**src/rtl/dii_ring_node.sv**
```systemverilog
// Debug-ring stop serving PORTS local DII endpoints at consecutive module IDs.
// Ring packets are delivered locally or forwarded; egress is a packet-atomic round-robin.
module dii_ring_node #(
  parameter int PORTS     = 2,
  parameter int BASE_ID   = 0,
  parameter int BUF_DEPTH = 4
) (
  input  logic                  clk,
  input  logic                  rst,
  input  logic [15:0]           ring_in_data,
  input  logic                  ring_in_first,
  input  logic                  ring_in_last,
  input  logic                  ring_in_valid,
  output logic                  ring_in_ready,
  output logic [15:0]           ring_out_data,
  output logic                  ring_out_first,
  output logic                  ring_out_last,
  output logic                  ring_out_valid,
  input  logic                  ring_out_ready,
  input  logic [PORTS*16-1:0]   local_in_data,
  input  logic [PORTS-1:0]      local_in_first,
  input  logic [PORTS-1:0]      local_in_last,
  input  logic [PORTS-1:0]      local_in_valid,
  output logic [PORTS-1:0]      local_in_ready,
  output logic [PORTS*16-1:0]   local_out_data,
  output logic [PORTS-1:0]      local_out_first,
  output logic [PORTS-1:0]      local_out_last,
  output logic [PORTS-1:0]      local_out_valid,
  input  logic [PORTS-1:0]      local_out_ready
);

  localparam int AW  = $clog2(BUF_DEPTH);
  localparam int GW  = $clog2(PORTS + 1);
  localparam int FWD = PORTS;

  typedef enum logic {IDLE, ROUTED} route_state_t;
  typedef struct packed {
    logic        first;
    logic        last;
    logic [15:0] data;
  } flit_t;

  // ---------------- ingress FIFO ----------------
  flit_t       mem [BUF_DEPTH];
  logic [AW:0] wr_ptr, rd_ptr;
  logic        full, empty, push, pop;
  flit_t       head;

  assign full          = (wr_ptr[AW] != rd_ptr[AW]) && (wr_ptr[AW-1:0] == rd_ptr[AW-1:0]);
  assign empty         = (wr_ptr == rd_ptr);
  assign head          = mem[rd_ptr[AW-1:0]];
  assign ring_in_ready = rst && !full;
  assign push          = ring_in_valid && ring_in_ready;

  // NOTE: sequential state uses non-blocking assignments so every flop samples pre-edge values.
  always_ff @(posedge clk) begin
    if (!rst) begin
      wr_ptr <= '0;
      rd_ptr <= '0;
    end else begin
      if (push) wr_ptr <= wr_ptr + 1'b1;
      if (pop)  rd_ptr <= rd_ptr + 1'b1;
    end
  end

  // NOTE: the storage array has no reset; the pointers alone define which entries are live.
  always_ff @(posedge clk) begin
    if (push) mem[wr_ptr[AW-1:0]] <= {ring_in_first, ring_in_last, ring_in_data};
  end

  // ---------------- routing ----------------
  route_state_t    state;
  logic            route_local;
  logic [GW-1:0]   route_idx;
  logic [9:0]      calc_idx;
  logic            calc_local, eff_local, orphan, active, fwd_valid, fwd_ready, local_hs;
  logic [GW-1:0]   eff_idx;

  assign calc_idx   = head.data[9:0] - 10'(BASE_ID);
  assign calc_local = calc_idx < 10'(PORTS);

  // NOTE: every always_comb output gets a default first so no latch is inferred.
  always_comb begin
    eff_local       = route_local;
    eff_idx         = route_idx;
    local_out_valid = '0;
    if (state == IDLE) begin
      eff_local = calc_local;
      eff_idx   = calc_idx[GW-1:0];
    end
    orphan    = !empty && (state == IDLE) && !head.first;
    active    = !empty && !orphan;
    fwd_valid = active && !eff_local;
    for (int p = 0; p < PORTS; p++)
      local_out_valid[p] = rst && active && eff_local && (eff_idx == GW'(p));
    local_hs = |(local_out_valid & local_out_ready);
    pop      = orphan || local_hs || (fwd_valid && fwd_ready);
  end

  assign local_out_data  = {PORTS{head.data}};
  assign local_out_first = {PORTS{head.first}};
  assign local_out_last  = {PORTS{head.last}};

  // The route is latched on the first flit and held until the last flit leaves the head.
  always_ff @(posedge clk) begin
    if (!rst) begin
      state       <= IDLE;
      route_local <= 1'b0;
      route_idx   <= '0;
    end else if (active) begin
      if (state == IDLE) begin
        route_local <= calc_local;
        route_idx   <= calc_idx[GW-1:0];
      end
      state <= (pop && head.last) ? IDLE : ROUTED;
    end
  end

  // ---------------- egress arbiter ----------------
  flit_t           req [PORTS+1];
  logic [PORTS:0]  req_valid;
  logic            busy, sel_ok, load_en, xfer, out_valid;
  logic [GW-1:0]   grant, last_grant, sel;
  int              cand;

  always_comb begin
    for (int p = 0; p < PORTS; p++) begin
      req[p]       = {local_in_first[p], local_in_last[p], local_in_data[16*p +: 16]};
      req_valid[p] = local_in_valid[p];
    end
    req[FWD]       = head;
    req_valid[FWD] = fwd_valid;
  end

  // Round-robin search starts just after the previous winner, wrapping FORWARD -> local 0.
  always_comb begin
    sel    = grant;
    sel_ok = busy;
    cand   = 0;
    if (!busy) begin
      for (int k = 1; k <= PORTS + 1; k++) begin
        cand = (int'(last_grant) + k) % (PORTS + 1);
        if (!sel_ok && req_valid[cand] && req[cand].first) begin
          sel    = GW'(cand);
          sel_ok = 1'b1;
        end
      end
    end
  end

  assign load_en   = !out_valid || ring_out_ready;
  assign xfer      = rst && sel_ok && req_valid[sel] && load_en;
  assign fwd_ready = rst && sel_ok && (sel == GW'(FWD)) && load_en;

  // A stray continuation flit from a non-granted local input is swallowed to avoid deadlock.
  always_comb begin
    local_in_ready = '0;
    for (int p = 0; p < PORTS; p++)
      local_in_ready[p] = rst && ((sel_ok && (sel == GW'(p)) && load_en) ||
                                  (local_in_valid[p] && !local_in_first[p] &&
                                   !(busy && (grant == GW'(p)))));
  end

  always_ff @(posedge clk) begin
    if (!rst) begin
      out_valid  <= 1'b0;
      busy       <= 1'b0;
      grant      <= '0;
      last_grant <= GW'(FWD);
    end else begin
      if (load_en) out_valid <= xfer;
      if (xfer) begin
        busy       <= !req[sel].last;
        grant      <= sel;
        last_grant <= sel;
      end
    end
  end

  always_ff @(posedge clk) begin
    if (xfer) {ring_out_first, ring_out_last, ring_out_data} <= req[sel];
  end

  assign ring_out_valid = out_valid;

endmodule

```
**config.mk**
```make
export PLATFORM = sky130hd
export DESIGN_NAME = dii_ring_node
export DESIGN_NICKNAME = d
export VERILOG_FILES = /design/src/rtl/dii_ring_node.sv
export SDC_FILE = /design/constraint.sdc
export NUM_CORES = 1
export LEC_CHECK = 0
export BUFFER_PORTS_ARGS = -buffer_cell sky130_fd_sc_hd__buf_2
export CELL_PAD_IN_SITES_DETAIL_PLACEMENT = 1
export CELL_PAD_IN_SITES_GLOBAL_PLACEMENT = 1
export CORE_MARGIN = 4
export CORE_UTILIZATION = 39
export DETAILED_ROUTE_END_ITERATION = 10
export GPL_ROUTABILITY_DRIVEN = 0
export PLACE_DENSITY_LB_ADDON = 0.1
export SLEW_MARGIN = 20
export SYNTH_ARGS = -nofsm -noshare
export SYNTH_HDL_FRONTEND = slang
export SYNTH_SLANG_ARGS = --single-unit
export TNS_END_PERCENT = 30
```
**constraint.sdc**
```tcl
create_clock -name clk -period 3.3 [get_ports clk]
set_input_delay 0.495 -clock clk [delete_from_list [all_inputs] [get_ports clk]]
set_output_delay 0.495 -clock clk [all_outputs]
set_load 0.005 [all_outputs]
```
## Word level (Yosys, flattened, before mapping)

Memories as Yosys holds them, arrays and structs flattened. A register that Yosys moved wholly into a read port is not among the register bits.
Cells that the tools add are included.

- $add $sub $neg: 5
- Div/mod/pow operators: 3
- Magnitude comparators: 9
- Eq/ne operators: 7
- Multiplexer cells: 40
- Bitwise operators: 6
- Reduce and logical (&&, ||, !) cells: 59

Operator list:

| kind | count |
|---|---|
| binary-select mux 18 bit (select 2 bit) | 4 |
| two-way mux 18 bit | 8 |
| >= comparator 32 x 3 -> 1 bit, second input constant | 3 |
| < comparator 32 x 4 -> 1 bit, second input constant | 3 |
| remainder unit 32 x 3 -> 32 bit, second input constant | 3 |
| NOT 32 bit | 3 |
| logical AND 1 bit | 36 |
| two-way mux 1 bit | 17 |
| zero test 1 bit | 14 |
| two-way mux 2 bit | 7 |
| < comparator 10 x 2 -> 1 bit, second input constant | 1 |
| binary-select mux 1 bit (select 2 bit) | 4 |
| adder 2 x 2 -> 3 bit, second input constant | 2 |
| adder 3 x 1 -> 3 bit, second input constant | 2 |
| == test 2 x 1 -> 1 bit, second input constant | 3 |
| zero test 2 bit | 3 |
| logical OR 1 bit | 5 |
| adder 2 x 1 -> 3 bit, second input constant | 1 |
| == test 3 bit | 1 |
| >= comparator 3 bit, second input constant | 1 |
| < comparator 2 x 3 -> 1 bit, second input constant | 1 |
| NOT 2 -> 3 bit | 1 |
| bitwise AND 2 bit | 1 |
| == test 2 bit | 1 |
| 4 further kinds | 4 |

- Flip-flop bits (word level): 34
- Bits in writable memories: 72
- Input port bits: 62
- Output and inout bits: 60
- Word-level logic and storage cells: 142
- Memories: 1

Memories:

| memory | depth | width | read ports | clocked after Yosys merged registers in | write ports | line | text |
|---|---|---|---|---|---|---|---|
| mem | 4 | 18 | 1 | 1 | 1 | 44 | `flit_t mem [BUF_DEPTH];` |

## Longest topological paths before layout

Gate-level depths: netlist of run 1.

- Depth in word-level cells: 31
- Mapped depth: 14
- Gate-level depth less buffers: 11

## Least setup slack after synthesis of run 1

Ideal clock, no wire load.

- Kind: flip-flop to flip-flop
- From: register (tool-made name)
- To: register ring_out_data[0], enable pin
- Library setup time: 0.374 ns
- Arrival: 3.029 ns
- Required time: 2.926 ns
- Path slack: -0.104 ns
- Cell stages (with the launch flop): 11
- Buffers on the path: 2
- Period minus slack after synthesis: 3.404 ns
- Cells stage by stage: dfxtp_1 buf_2 buf_1 mux4_2 nor4_4 nand3_4 a41o_1 and2_4 o31a_4 nand2b_1 o21ai_4

RTL lines:

| item | line | text |
|---|---|---|
| end signal: assignment | 181 | `if (xfer) {ring_out_first, ring_out_last, ring_out_data} <= req[sel];` |
| end: declaration | 15 | `output logic [15:0] ring_out_data,` |

==> run summary, run 1 <==
LAYOUT
-----------------------------------------------------------------------------------------------
Signed area change from the synthesized netlist to the final layout                       34.4%
Share of layout cells above drive strength 1                                              0.509
Diode count                                                                                   0
Area of combinational cells with multiple inputs                                    0.00188 mm²
Area taken by flip-flops and latches                                                0.00305 mm²
Final non-filler cell total                                                                 708
Fillcell total                                                                            1,329
Final #Nets                                                                                 600
Share of the core filled with cells in the final layout                                   0.536

CLOCK NETWORK
-----------------------------------------------------------------------------------------------
Total of hold buffers inserted after clock tree synthesis                                     0
Clock tree from TritonCTS                                                                   yes
# clock sinks                                                                               107
Clock input transition at the sequential cells of the worst setup and hold paths        0.07 ns
Clock root buffer                                                                  sky130_fd_sc_hd__clkbuf_16
Clk buf depth                                                                                 2
Clock latency reported for the late side of the worst-skew pair                         0.35 ns
CTS HTree Levels                                                                              3
TritonCTS buffer count                                                                        9

WORST SETUP PATH
-----------------------------------------------------------------------------------------------
Cell Chain, Critical Path                                                          buf_12 > mux4_2 > nor4_4 > nand4_1 > a221oi_4 > a31oi_1 > o31a_4 > nand2b_4 > o32ai_2 > buf_2
Kind of capture point of the worst setup path                                      primary output
Signal arrival time at the worst endpoint                                               3.10 ns
R2R cell count                                                                               14
CP Depth                                                                                     10
Crit path largest cell delay                                                            0.55 ns
Crit Path Max Fanout                                                                          8
Worst reg-to-reg setup slack                                                           -0.15 ns
Critical path destination                                                          local_in_ready[0]
Buffers plus inverters on the worst setup path                                                2
Data required time of the worst path                                                    2.80 ns
Delay-heaviest family, CP                                                          compound AO/OA/AOI/OAI gates
Start-to-end type of the worst setup path                                               reg2out
Type of element launching the critical path                                           flip-flop
Slowest cell on the critical path                                                  sky130_fd_sc_hd__mux4_2
Terminus of the critical flop-to-flop path                                         ring_out_data[15]

LOGIC SYNTHESIS
-----------------------------------------------------------------------------------------------
Dominant synthesized flop cell                                                     sky130_fd_sc_hd__edfxtp_1
Leading cell type by number of instances after synthesis                           sky130_fd_sc_hd__edfxtp_1
Post-Syn Area                                                                       0.00506 mm²
Biggest area contributors in the synthesized netlist                               sky130_fd_sc_hd__edfxtp_1 (53%), sky130_fd_sc_hd__mux4_2 (7.6%), sky130_fd_sc_hd__dfxtp_1 (6.7%), sky130_fd_sc_hd__mux2i_1 (5.1%), sky130_fd_sc_hd__buf_4 (3.0%)
Mapped Nets                                                                                 425
Number of warnings reported in the yosys synthesis log                                        0
Netlist cell types                                                                           59
Sequential area share after synthesis                                                     0.602
Post-synth top cells                                                               sky130_fd_sc_hd__edfxtp_1 (90), sky130_fd_sc_hd__nand2_1 (34), sky130_fd_sc_hd__mux2i_1 (26)
EDFF count, synth                                                                            90
Post-synthesis area per instance                                                       14.2 µm²
Cell count after synthesis                                                                  356
Share of synthesized registers carrying an async set or reset                                 0
Post-synth top area share                                                                 0.535
FF+latch count, synth                                                                       107
Cell type with the largest total area after synthesis                              sky130_fd_sc_hd__edfxtp_1

STA
-----------------------------------------------------------------------------------------------
Transition time of the tightest slew-check pin                                         0.831 ns
Setup violations, final                                                                      45
Minimum setup slack in the final design                                               -0.297 ns
Ratio of final minimum period to clock period                                              1.09
Worst clock skew                                                                     0.00845 ns
Final hold violation count                                                                    0
Max Clock Freq                                                                          278 MHz
Final Max Slew Viols                                                                          0
RSZ-0062 raised after global routing                                                       true
Final setup TNS                                                                        -4.47 ns
Post-layout minimum cycle time                                                          3.60 ns
Relative slew slack                                                                       0.442

ROUTING
-----------------------------------------------------------------------------------------------
1st-pass router iterations                                                                    4
Violation count after the first detailed-route iteration                                    123
Drt total wl                                                                            14.0 mm
Routed len/inst                                                                         19.8 µm
Detailed-route DRC error count                                                                0
Final ANT Viol Nets                                                                           0
Via total after detailed routing                                                          3,625
Vias per std cell                                                                          5.12

GLOBAL ROUTING
-----------------------------------------------------------------------------------------------
Initial antenna violation count                                                               0
Largest net degree at the start of global routing                                            21
Global routing usage summed across all routing layers                                     0.189
Via count of the first global-routing pass                                                3,797
Remaining global-route overflow                                                               0
First-pass GRT wire length                                                              21.1 mm

PLACEMENT
-----------------------------------------------------------------------------------------------
Half-perimeter wire length of the detailed placement result                             10.3 mm
PortBufs                                                                                    121
Placement-stage worst setup slack                                                     -0.268 ns
Cell count after placement                                                                  676

MIN PATH
-----------------------------------------------------------------------------------------------
Worst hold-check path type                                                               in2reg

FLOW RUN
-----------------------------------------------------------------------------------------------
Number of maximum-capacitance violations                                                      0

POWER AND IR DROP
-----------------------------------------------------------------------------------------------
Power density over the cells                                                         749 mW/mm²
IR drop worst, VDD                                                                     0.560 mV
Leakage power total                                                                  0.00266 µW

DIE
-----------------------------------------------------------------------------------------------
Starting utilization of the core area                                                     0.399
Vertical extent of the die                                                               122 µm
Number of placement rows                                                                     41
Die ar.                                                                              0.0148 mm²
Horiz. Die Dim                                                                           122 µm
Number of I/O pins                                                                          122
Core outline area                                                                    0.0127 mm²

OUTCOME
-----------------------------------------------------------------------------------------------
Result of the run                                                                  finished, violations left
Violated checks                                                                    setup timing

==> power breakdown <==
group          switching (µW)  internal (µW)  total [µW]
clock network             511            531        1040
logic                    1150           1140        2290
registers                79.4           1680        1760
total                    1740           3350        5090
==> routing by layer <==
layer,global-route usage,up-vias,share of wire
li1,-,1699,-
met1,0.256,1817,0.43
met2,0.318,103,0.50
met3,0.0371,6,0.059
met4,0.0441,0,0.0046
met5,0,-,0
==> worst min path at each step <==
stage / start / endpoint / cells past startpoint
after floorplan: grant[1] / grant[1] / 2
after global placement: rd_ptr[2] / rd_ptr[2] / 2
after detailed placement: rd_ptr[2] / rd_ptr[2] / 2
after CTS: ring_in_data[1] / mem[0][1] / 1
after global routing: ring_in_data[11] / mem[3][11] / 1
final: ring_in_data[8] / mem[2][8] / 1
==> state kept, by name, indices dropped and copies added (netlist names), 2 cells and up, named ones only <==
name,flops
ring_out_data,16
rd_ptr,3
grant,2
route_idx,2
mem,72
wr_ptr,3
==> timing repair <==
item | in CTS | in global routing
setup buffers | 9 | 3
cloned | 1 | 3
pin swaps | 14 | 7
gates resized for setup | 28 | 36
endpoints found under the setup margin | 49 | 51
==> per-stage QoR <==
stage	instance area (µm²)	total power (µW)	hold slack, ns
2_1_floorplan	5060	3030	0.450
3_5_place_dp	6120	3760	0.482
5_1_grt	6800	5380	0.347
3_3_place_gp	6120	3700	0.465
6_report	6800	5090	0.352
4_1_cts	6640	5010	0.344
==> kinds of logic (layout without fill, tap and decap cells) <==
logic type | Yosys count | count (layout) | synth area share
simple gates | 81 | 81 | 0.0883
compound gates | 63 | 64 | 0.0886
xor+xnor | 5 | 5 | 0.00866
mux | 45 | 45 | 0.135
buf+inv | 48 | 227 | 0.0606
flops | 107 | 107 | 0.602
fa+ha+maj | 7 | 7 | 0.0173
==> area by class of cell <==
| type | count | share of cell area |
|---|---|---|
| sequential | 107 | 0.448 |
| clock inverter | 7 | 0.0110 |
| tap | 172 | 0.0317 |
| clock buffer | 9 | 0.0331 |
| timing repair buffer | 196 | 0.190 |
| inverter | 15 | 0.00829 |
| multi-input combinational | 202 | 0.277 |
==> placed cells by master, fill, tap and decap left out, drive strengths merged, types with 3 or more instances in the layout <==
cell type,netlist,layout
dfxtp,17,17
xor2,3,3
clkinv,0,3
nand2,35,35
ha,7,7
a21oi,10,10
a211oi,4,4
and3,4,4
mux4,18,18
nor2,15,15
nand2b,4,4
buf,28,194
o21ai,26,27
clkbuf,5,11
nor4,4,4
inv,15,16
mux2i,26,26
edfxtp,90,90
clkinvlp,0,3
nand3,8,8
nor3,3,3
No activity file was read; power rests on OpenSTA's default activity.
==> run 2, diff against run 1 <==
--- a/config.mk
+++ b/config.mk
@@ -13,6 +13,7 @@
 export DETAILED_ROUTE_END_ITERATION = 10
 export GPL_ROUTABILITY_DRIVEN = 0
 export PLACE_DENSITY_LB_ADDON = 0.1
+export SKIP_CTS_REPAIR_TIMING = 1
 export SLEW_MARGIN = 20
 export SYNTH_ARGS = -nofsm -noshare
 export SYNTH_HDL_FRONTEND = slang
==> run 2 against run 1 <==
Worst hold slack improved by 0.0029 ns. Combinational power shrank 3%. Highest routed layer unchanged. The run still ends with setup timing left. Total power is 1.1% lower. Clock skew is 0.0019 ns higher. Sequential power is essentially flat. First-iteration DRC count rose by 80%. Cell area fell by 1.2%. Core utilization is 0.65 points lower. Setup slack worse by 0.097 ns. Register-to-register slack got worse by 0.02 ns. Fmax shrank 2.6%. Count of clock-buffer cells in the layout stayed put.
==> run summary, run 2 (synthesis results as in run 1) <==
OUTCOME
-----------------------------------------------------------------------------------------------
Result of the run                                                                  finished, violations left
Violated checks                                                                    setup timing

LAYOUT
-----------------------------------------------------------------------------------------------
Commonest cells after routing, fill and taps aside                                 sky130_fd_sc_hd__buf_2 (121), sky130_fd_sc_hd__edfxtp_1 (90), sky130_fd_sc_hd__buf_4 (58)
Largest register FFs                                                                         72
Share of layout cells above drive strength 1                                              0.489
Post-route cell area                                                                0.00671 mm²
Final #Nets                                                                                 596
Share of the core filled with cells in the final layout                                   0.530
Fillcell total                                                                            1,328
Signed area change from the synthesized netlist to the final layout                       32.8%
Final non-filler cell total                                                                 704
Diode count                                                                                   0
Commonest non-fill, non-tap cell in the layout                                     sky130_fd_sc_hd__buf_2

MIN PATH
-----------------------------------------------------------------------------------------------
Min-Delay Path Depth                                                                          1
Worst hold-check path type                                                               in2reg
Endpoint with the worst hold slack                                                    mem[2][8]
Worst min-delay path startpoint                                                    ring_in_data[8]

WORST SETUP PATH
-----------------------------------------------------------------------------------------------
Signal arrival time at the worst endpoint                                               3.20 ns
Kind of capture point of the worst setup path                                      primary output
Crit Path Max Fanout                                                                          5
Data required time of the worst path                                                    2.80 ns
Type of element launching the critical path                                           flip-flop
Worst reg-to-reg setup slack                                                           -0.17 ns
Start-to-end type of the worst setup path                                               reg2out
R2R cell count                                                                               14
Terminus of the critical flop-to-flop path                                         ring_out_data[0]

ROUTING
-----------------------------------------------------------------------------------------------
Vias per std cell                                                                          5.15
Routed len/inst                                                                         19.9 µm
Length of routed met2 wiring                                                            6.99 mm
Top Layer Used                                                                             met4
Violation count after the first detailed-route iteration                                    222
Detailed-route DRC error count                                                                0
Via total after detailed routing                                                          3,624
Met3 WL post-DR                                                                          806 µm
Final ANT Viol Nets                                                                           0
Drt total wl                                                                            14.0 mm
Met1 routed wirelength after detailed routing                                           6.08 mm
1st-pass router iterations                                                                    4

STA
-----------------------------------------------------------------------------------------------
Ratio of final minimum period to clock period                                              1.12
Transition time of the tightest slew-check pin                                         0.625 ns
Post-layout minimum cycle time                                                          3.69 ns
Worst clock skew                                                                      0.0103 ns
RSZ-0062 raised after global routing                                                       true
Final setup TNS                                                                        -5.13 ns
Tightest hold margin                                                                   0.355 ns
Relative slew slack                                                                       0.578
Final Max Slew Viols                                                                          0
Setup violations, final                                                                      46
Max Clock Freq                                                                          271 MHz
Minimum setup slack in the final design                                               -0.395 ns
Final hold violation count                                                                    0

CLOCK NETWORK
-----------------------------------------------------------------------------------------------
Clock tree from TritonCTS                                                                   yes
Clock latency reported for the late side of the worst-skew pair                         0.35 ns
TritonCTS buffer count                                                                        9
Clk buf depth                                                                                 2
Clock root buffer                                                                  sky130_fd_sc_hd__clkbuf_16
# clock sinks                                                                               107
CTS HTree Levels                                                                              3
Clock input transition at the sequential cells of the worst setup and hold paths        0.07 ns

DIE
-----------------------------------------------------------------------------------------------
Starting utilization of the core area                                                     0.399
Core outline area                                                                    0.0127 mm²
Vertical extent of the die                                                               122 µm
Die ar.                                                                              0.0148 mm²
Number of I/O pins                                                                          122
Number of placement rows                                                                     41
Horiz. Die Dim                                                                           122 µm

GLOBAL ROUTING
-----------------------------------------------------------------------------------------------
Initial antenna violation count                                                               0
Via count of the first global-routing pass                                                3,669
Remaining global-route overflow                                                               0
Largest net degree at the start of global routing                                            24
Global routing usage summed across all routing layers                                     0.183
First-pass GRT wire length                                                              20.5 mm

FLOW RUN
-----------------------------------------------------------------------------------------------
Number of maximum-capacitance violations                                                      0

PLACEMENT
-----------------------------------------------------------------------------------------------
Cell count after placement                                                                  676
PortBufs                                                                                    121
DP Area                                                                             0.00612 mm²
Half-perimeter wire length of the detailed placement result                             10.3 mm

POWER AND IR DROP
-----------------------------------------------------------------------------------------------
Power density over the cells                                                         750 mW/mm²
Leakage power total                                                                  0.00263 µW
IR drop worst, VDD                                                                     0.561 mV

[run 2: cell types whose count changed in the layout (fill, tap and decap cells not counted), moves of 2 or more]
cell and change:
sky130_fd_sc_hd__o21ai_1 +4, sky130_fd_sc_hd__a211oi_2 -2, sky130_fd_sc_hd__o21ai_2 -3, sky130_fd_sc_hd__buf_4 -4, sky130_fd_sc_hd__a211oi_1 +2
[run 2: layout make-up]
type,instances,area [µm²],share of cell area
flip-flops and latches,107,3050,0.454
multi-input cells,203,1860,0.277
repair buffers,191,1240,0.184
clock buffers,9,225,0.0336
well taps,172,215,0.0321
clock inverters,7,75.1,0.0112
inverters,15,56.3,0.00839
[run 2: worst max path at each step]
stage	startpoint	end	slack [ns]	depth (start not counted)
2_1_floorplan	flip-flop	ring_out_data[0]	0.01	9
6_report	grant[0]	local_in_ready[0]	-0.39	12
3_5_place_dp	flip-flop	ring_out_data[12]	-0.27	9
4_1_cts	flip-flop	local_in_ready[1]	-0.55	11
5_1_grt	flip-flop	local_in_ready[0]	-0.54	12
3_3_place_gp	flip-flop	ring_out_data[14]	-0.19	9
[run 2: worst max-delay path: stages (launching register included)]
cell and delay (ns):
sky130_fd_sc_hd__dfxtp_1 0.33, sky130_fd_sc_hd__buf_4 0.14, sky130_fd_sc_hd__ha_1 0.26, sky130_fd_sc_hd__nor4bb_1 0.59
sky130_fd_sc_hd__a31oi_1 0.07, sky130_fd_sc_hd__mux2_2 0.32, sky130_fd_sc_hd__a221oi_2 0.25, sky130_fd_sc_hd__o221ai_2 0.15
sky130_fd_sc_hd__o31ai_4 0.27, sky130_fd_sc_hd__buf_6 0.15, sky130_fd_sc_hd__buf_6 0.10, sky130_fd_sc_hd__o32ai_4 0.07
sky130_fd_sc_hd__buf_2 0.14
[run 2: stage by stage]
step,total power (µW),worst slack [ns]
after CTS,4810,-0.549
final,5030,-0.395
after global placement,3700,-0.192
after detailed placement,3760,-0.268
after floorplan,3030,0.0113
after global routing,5320,-0.542
[run 2: where the power goes]
part	leakage (µW)	internal, µW	switching, µW
clock network	0.000135	531	514
registers	0.000958	1680	77.9
logic	0.00153	1100	1130
total	0.00263	3310	1730
[run 2: per-layer routing]
metal | vias up | track usage
met5 | - | 0
met4 | 0 | 0.0441
met1 | 1820 | 0.251
met3 | 9 | 0.0371
li1 | 1697 | -
met2 | 98 | 0.301
